## config.mk

```make
export PLATFORM = sky130hd
export DESIGN_NAME = conv_sched
export DESIGN_NICKNAME = d
export VERILOG_FILES = /design/src/rtl/conv_sched.sv
export SDC_FILE = /design/constraint.sdc
export NUM_CORES = 1
export LEC_CHECK = 0
export ABC_AREA = 1
export CAP_MARGIN = 30
export CORE_MARGIN = 8
export CORE_UTILIZATION = 25
export CTS_CLUSTER_DIAMETER = 80
export DETAILED_ROUTE_END_ITERATION = 10
export PLACE_DENSITY = 0.56
export SETUP_SLACK_MARGIN = 0.15
export SYNTH_ARGS = -nofsm -noshare
export SYNTH_HDL_FRONTEND = slang
export SYNTH_SLANG_ARGS = --single-unit
```

## constraint.sdc

```tcl
create_clock -name clk -period 1.4 [get_ports clk]
set_clock_uncertainty 0.05 [all_clocks]
set_input_delay 0.35 -clock clk [delete_from_list [all_inputs] [get_ports clk]]
set_output_delay 0.35 -clock clk [all_outputs]
set_load 0.05 [all_outputs]
```

## src/rtl/conv_sched.sv

```systemverilog
// conv_sched: layer scheduler for the 5x5 convolution engine.
// Starts the engine, addresses result beats linearly and guards with a watchdog.
module conv_sched #(
    parameter int N_KERNEL    = 30,
    parameter int OUT_DIM     = 24,
    parameter int D_WIDTH     = 32,
    parameter int A_WIDTH     = 15,
    parameter int TIMEOUT_CYC = 64
) (
    input  logic               clk,
    input  logic               rst,
    input  logic               img_vld,
    output logic               img_rdy,
    output logic               cal_start,
    input  logic [D_WIDTH-1:0] conv_rslt_act,
    input  logic               conv_rslt_act_vld,
    output logic               wr_en,
    output logic [A_WIDTH-1:0] wr_addr,
    output logic [D_WIDTH-1:0] wr_data,
    output logic [4:0]         kernel_idx,
    output logic               busy,
    output logic               layer_done,
    output logic               err,
    input  logic               err_clr
);

    localparam int CW = (OUT_DIM > 1) ? $clog2(OUT_DIM) : 1;
    localparam int GW = $clog2(TIMEOUT_CYC + 1);
    localparam logic [CW-1:0] C_LAST = CW'(OUT_DIM - 1);
    localparam logic [4:0]    K_LAST = 5'(N_KERNEL - 1);
    localparam logic [GW-1:0] G_LAST = GW'(TIMEOUT_CYC - 1);

    typedef enum logic [2:0] {
        S_IDLE,
        S_START,
        S_RUN,
        S_DONE,
        S_ERR
    } state_t;

    state_t r_state;
    state_t w_state_nx;

    logic [CW-1:0]      r_col;
    logic [CW-1:0]      r_row;
    logic [4:0]         r_kernel;
    logic [A_WIDTH-1:0] r_addr;
    logic [GW-1:0]      r_gap;

    logic w_beat;
    logic w_last;
    logic w_timeout;
    logic w_accept;

    assign w_beat    = (r_state == S_RUN) && conv_rslt_act_vld;
    assign w_last    = w_beat && (r_kernel == K_LAST) &&
                       (r_row == C_LAST) && (r_col == C_LAST);
    assign w_timeout = (r_state == S_RUN) && !conv_rslt_act_vld &&
                       (r_gap == G_LAST);
    assign w_accept  = (r_state == S_IDLE) && img_vld && img_rdy;

    always_ff @(posedge clk) begin
        if (rst) begin
            r_state <= S_IDLE;
        end else begin
            r_state <= w_state_nx;
        end
    end

    always_comb begin
        w_state_nx = r_state;
        unique case (r_state)
            S_IDLE:  if (w_accept) w_state_nx = S_START;
            S_START: w_state_nx = S_RUN;
            S_RUN: begin
                if (w_last) begin
                    w_state_nx = S_DONE;
                end else if (w_timeout) begin
                    w_state_nx = S_ERR;
                end
            end
            S_DONE:  w_state_nx = S_IDLE;
            S_ERR:   if (err_clr) w_state_nx = S_IDLE;
            default: w_state_nx = S_IDLE;
        endcase
    end

    // Position counters track the next beat; a beat wins over the watchdog.
    always_ff @(posedge clk) begin
        if (rst || w_accept) begin
            r_col    <= '0;
            r_row    <= '0;
            r_kernel <= '0;
            r_addr   <= '0;
            r_gap    <= '0;
        end else if (w_beat) begin
            r_gap  <= '0;
            r_addr <= r_addr + A_WIDTH'(1);
            if (r_col == C_LAST) begin
                r_col <= '0;
                if (r_row == C_LAST) begin
                    r_row    <= '0;
                    r_kernel <= r_kernel + 5'd1;
                end else begin
                    r_row <= r_row + CW'(1);
                end
            end else begin
                r_col <= r_col + CW'(1);
            end
        end else if (r_state == S_RUN) begin
            r_gap <= r_gap + GW'(1);
        end
    end

    always_ff @(posedge clk) begin
        if (rst) begin
            img_rdy    <= 1'b0;
            cal_start  <= 1'b0;
            wr_en      <= 1'b0;
            wr_addr    <= '0;
            wr_data    <= '0;
            kernel_idx <= '0;
            busy       <= 1'b0;
            layer_done <= 1'b0;
            err        <= 1'b0;
        end else begin
            img_rdy    <= (w_state_nx == S_IDLE);
            busy       <= (w_state_nx != S_IDLE);
            cal_start  <= (w_state_nx == S_START);
            layer_done <= (w_state_nx == S_DONE);
            err        <= (w_state_nx == S_ERR);
            wr_en      <= w_beat;
            if (w_accept) begin
                kernel_idx <= '0;
            end else if (w_beat) begin
                wr_addr    <= r_addr;
                wr_data    <= conv_rslt_act;
                kernel_idx <= r_kernel;
            end
        end
    end

endmodule
```

Yosys cells after proc, flatten, opt, wreduce, memory -nomap -nowiden
Cells that the tools add are included.
{"block": "totals", "inputBits": 37, "wordCells": 56, "reg_bits": 98, "out_inout_bits": 58}
{"block": "op_classes", "reduce_logical": 18, "mux": 7, "bitwise_logic": 1, "addsub": 5, "n_eq_ne": 10}
{"operator": "adder 15 x 1 -> 15 bit (second input constant)", "count": 1}
{"operator": "adder 5 x 1 -> 5 bit (second input constant)", "count": 3}
{"operator": "== test 5 bit (second input constant)", "count": 3}
{"operator": "2-to-1 mux 3 bit", "count": 4}
{"operator": "case mux 3 bit (4 select lines)", "count": 1}
{"operator": "2-to-1 mux 5 bit", "count": 2}
{"operator": "logical AND 1 bit", "count": 8}
{"operator": "adder 7 x 1 -> 7 bit (second input constant)", "count": 1}
{"operator": "== test 7 x 6 -> 1 bit (second input constant)", "count": 1}
{"operator": "== test 3 x 1 -> 1 bit (second input constant)", "count": 2}
{"operator": "== test 3 x 2 -> 1 bit (second input constant)", "count": 2}
{"operator": "== test 3 bit (second input constant)", "count": 2}
{"operator": "zero test 3 bit", "count": 2}
{"operator": "AND reduction 2 bit", "count": 2}
{"operator": "OR reduction 2 bit", "count": 2}
{"operator": "AND reduction 3 bit", "count": 1}
{"operator": "nonzero test 3 bit", "count": 1}
{"operator": "zero test 1 bit", "count": 1}
{"operator": "logical OR 1 bit", "count": 1}
{"operator": "NOT 1 bit", "count": 1}

Logic depth before layout (Yosys ltp)
{"block": "depth", "ltp_word": 8, "ltp_mapped": 9, "ltp_nobuf": 8}

Least setup slack after synthesis
No wires, ideal clock.
{"block": "synth_path", "path_type": "register to register", "startpoint": "register r_col[0]", "endpoint": "register r_kernel[1]", "setup_time_ns": 0.115, "slack_ns": -0.059, "arrival_ns": 1.294, "period_less_slack_ns": 1.459, "n_path_buf": 0, "required_time_ns": 1.235, "path_stages_with_launch": 8, "cell_sequence": "dfxtp_1 -> ha_1 -> nand2_1 -> nor3_4 -> nand2_4 -> nor2_2 -> nor2_1 -> o21a_1"}
{"block": "synth_between", "elab_chain_len": 2}
{"item": "start, declared", "line_no": "44", "rtl": "logic [CW-1:0] r_col;"}
{"item": "start signal, assigned", "line_no": "108", "rtl": "r_col <= r_col + CW'(1);"}
{"item": "== test 5 bit", "line_no": "99", "rtl": "if (r_col == C_LAST) begin"}
{"item": "AND reduction 3 bit (no source line)"}
{"item": "end signal, assigned", "line_no": "103", "rtl": "r_kernel <= r_kernel + 5'd1;"}
{"item": "end, declared", "line_no": "46", "rtl": "logic [4:0] r_kernel;"}
Every way passes these cells.
A chain may end at the register's enable or synchronous reset.

Worst setup path in the final report
{"block": "layout_path", "startpoint": "register r_state[2]", "endpoint": "register r_addr[8]"}
{"block": "layout_between", "elab_chain_len": 4, "word_cells_on_any_way": 6, "classes_between": "eq/ne: 1; reduce/logical: 5"}
{"item": "start, declared", "line_no": "41", "rtl": "state_t r_state;"}
{"item": "start signal, assigned", "line_no": "66", "rtl": "r_state <= w_state_nx;"}
{"item": "zero test 3 bit", "line_no": "60", "rtl": "assign w_accept = (r_state == S_IDLE) && img_vld && img_rdy;"}
{"item": "logical AND 1 bit (2 in a row)", "line_no": "60"}
{"item": "logical OR 1 bit", "line_no": "90", "rtl": "if (rst || w_accept) begin"}
{"item": "end signal, assigned", "line_no": "98", "rtl": "r_addr <= r_addr + A_WIDTH'(1);"}
{"item": "end, declared", "line_no": "47", "rtl": "logic [A_WIDTH-1:0] r_addr;"}
Parallel ways exist; a longest one is shown, timed or not.

==> summary.txt <==
GRT
  • Vias in the first global route: 3,999
  • Grt total ovfl: 0
  • Initial antenna violation count: 0
  • First-pass GRT wire length: 19.6 mm
  • Tot GR Track Use: 0.122
  • Largest net degree at the start of global routing: 21

Worst setup path
  • Slowest stage delay, CP: 0.34 ns
  • CP arrival: 1.67 ns
  • Worst setup EP type: register
  • CP dominant cell by count: buf_12
  • Slowest cell on crit path: dfxtp_2
  • CP Launch Type: register
  • CP Max Fanout: 8
  • Worst Path Required: 1.63 ns
  • Cells along the critical path: nor2_4, nand2_4, nor2_8, buf_12, buf_12, nand2_1, a21oi_2
  • Critical path type: register to register

Layout
  • Post-Route Utilization: 0.488
  • Non-Filler Instances: 920
  • Area growth syn-to-layout: 92.9%
  • Final nets: 742
  • ANT cells: 0
  • Share of layout cells above drive strength 1: 0.547

Die
  • Die Width: 142 um
  • Core box area: 15,800 um2
  • # rows: 46
  • Io pins: 95
  • Die ar.: 20,300 um2
  • Die H: 142 um
  • Initial Utilization: 0.253

Timing
  • Min Hold Slack: 0.412 ns
  • Slew of the pin with the lowest slew margin: 0.310 ns
  • Final worst slack: -0.0469 ns
  • Hold Vio Cnt, Final: 0
  • Slew HR: 0.793
  • Unrepaired setup endpoints after global routing: true
  • Final setup violation count: 38
  • Fin crit period: 1.45 ns
  • Tcrit/Tclk final: 1.03
  • F_max: 0.691 GHz
  • Slew Viols, Final: 0

Yosys
  • Combinational family with the most area after synthesis: simple AND/OR/NAND/NOR gates
  • Post-synthesis xor/xnor area fraction: 0.0329
  • Top post-synthesis cells by area: dfxtp_1 49%, nor2_1 11%, nand2_1 7.9%
  • Cell count after synthesis: 513
  • Synth Area per Inst: 7.78 um2
  • Synth unique cells: 34
  • Adder-cell share of the synthesized area: 0.0188
  • Compound-cell area share of the yosys netlist: 0.127
  • Post-synthesis mux area share: 0
  • Post-Syn Nets: 556
  • Synth Area in Simple Gates: 0.271
  • YS warnings: 0
  • Post-synthesis sequential area ratio: 0.492
  • Synth top area share: 0.492
  • Leading area contributor after synthesis: dfxtp_1
  • Cell Area, Synth: 3990 um2
  • #FFs+latches synth: 98

Min path
  • Min-Delay Path Class: register to register

Placed design
  • Buffers added on ports: 94
  • Placed insts: 850
  • DP HPWL: 8.54 mm
  • GP Congestion: 0.790

CTS
  • Worst-path clk slew: 0.07 ns
  • Cts hold-fix bufs: 0
  • Worst-skew pair later-pin latency: 0.34 ns
  • Clock Sinks: 98
  • Bufs on Longest Clock Path: 2
  • Root buffer cell: clkbuf_16
  • TritonCTS Buffers: 9
  • CTS H-tree lvls: 3
  • TritonCTS clock tree: built

Detailed routing
  • Drt first-iter violations: 187
  • Remaining DRCs: 0
  • Initial DRT Pass Iterations: 4
  • DRT Wirelength: 12.8 mm
  • Routed Antenna Nets: 0
  • Via Count: 4,033
  • Routed vias/inst: 4.38
  • DR WL/cell: 13.9 um

Power
  • PD cells: 818 nW/um2
  • Worst VDD drop: 0.000629 V
  • Leakage dissipation: 3.10 nW
  • Tot Pwr: 0.00630 W

Status
  • Status: complete, but fails checks
  • Failing checks: setup timing

Job
  • Max_cap viols: 0
[logic make-up (layout without fill, tap and decap cells)]
kind of cell             Yosys count  count (layout)
AO/OA/AOI/OAI                     98              98
XOR/XNOR                          15              15
adder cells (fa/ha/maj)            6               6
buffers and inverters             47             238
flip-flops                        98              98
AND/OR/NAND/NOR                  249             249
[metrics by stage]
stage          setup TNS [ns]  setup WS (ns)  instance area [um2]
2_1_floorplan               0         0.0113                 4050
3_3_place_gp           -31.54         -0.418                 6150
3_5_place_dp           -32.96         -0.464                 6150
4_1_cts               -0.0547        -0.0183                 7060
5_1_grt                 -4.75         -0.117                 7700
6_report               -0.689        -0.0469                 7700
[critical path, delay by kind of cell, from the launching register on]
kind / cells / cell delay, ns
AND/OR/NAND/NOR: 4 / 0.50
buffers and inverters: 2 / 0.36
AO/OA/AOI/OAI: 1 / 0.12
flip-flops: 1 / 0.34
[cells in the mapped netlist]
| cell type | n |
|---|---|
| nand4_1 | 8 |
| and3_1 | 1 |
| a21oi_1 | 41 |
| xor2_1 | 9 |
| nor2_4 | 3 |
| nand2_4 | 3 |
| xnor2_1 | 6 |
| a21boi_0 | 1 |
| o211a_1 | 1 |
| dfxtp_1 | 98 |
| buf_1 | 1 |
| ha_1 | 6 |
| nor3b_1 | 1 |
| nor2_1 | 116 |
| o21ai_0 | 51 |
| nand3b_1 | 1 |
| nor3_4 | 1 |
| nor3_1 | 4 |
| nand3_1 | 20 |
| buf_6 | 4 |
| buf_2 | 7 |
| nand2_2 | 2 |
| buf_4 | 4 |
| a21o_1 | 1 |
| o31ai_1 | 1 |
| clkbuf_2 | 1 |
| o21a_1 | 2 |
| clkbuf_1 | 6 |
| nor2_8 | 1 |
| inv_1 | 22 |
| inv_2 | 2 |
| nand2_1 | 84 |
| or2_2 | 1 |
| nor2_2 | 3 |
[cells in the final DEF (no fill, tap or decap), drive strengths merged, types with 4 or more instances in the layout]
cell           count
a21oi             41
buf              160
clkbuf            12
clkdlybuf4s50     34
clkinv             4
dfxtp             98
ha                 6
inv               24
nand2             89
nand3             20
nand4              8
nor2             123
nor3               5
o21ai             51
xnor2              6
xor2               9
[registers in the layout, summed over array words and instances (netlist names)]
signal and count:
img_rdy 1, r_gap 7, r_col 5, r_row 5, cal_start 1, r_addr 15, err 1, r_kernel 5
kernel_idx 5, wr_en 1, wr_data 32, busy 1, r_state 3, wr_addr 15, layer_done 1
[routing by layer]
layer,track usage,part of all wire,vias up
met2,0.213,0.52,59
met4,0.0319,0.012,0
met5,0,0,-
met3,0.0339,0.047,10
li1,-,-,2037
met1,0.143,0.42,1927
[path summary, 6_finish.rpt]
check | start | endpoint | slack (ns) | cells after the start
hold / removal | r_kernel[4]$_SDFFE_PP0P_ | r_kernel[4]$_SDFFE_PP0P_ | 0.41 | 2
setup / recovery | r_state[2]$_SDFF_PP0_ | r_addr[8]$_SDFFE_PP0P_ | -0.05 | 7
hold reg to reg | r_kernel[4]$_SDFFE_PP0P_ | r_kernel[4]$_SDFFE_PP0P_ | 0.41 | 2
setup reg to reg | r_state[2]$_SDFF_PP0_ | r_addr[8]$_SDFFE_PP0P_ | -0.05 | 7
[area by class of cell]
class / count / area, um2
sequential: 98 / 2110
clock inverter: 6 / 57.6
inverter: 24 / 100
tap: 216 / 270
fill: 1399 / 8070
multi-input combinational: 368 / 2390
timing repair buffer: 198 / 2540
clock buffer: 10 / 229
[report_power, final]
group | internal (W) | switching [W] | total, W
Sequential | 0.00283 | 0.0000681 | 0.00289
Combinational | 0.000512 | 0.000484 | 0.000996
Clock | 0.00137 | 0.00104 | 0.00241
[what timing repair did]
item	in CTS	in global routing
pin swaps	32	54
gates resized for setup	168	132
endpoints found under the hold margin	0	0
buffers inserted	23	26
gates cloned	3	2
setup endpoints to repair	153	147
Note: power is estimated with default switching activity, not from simulation.
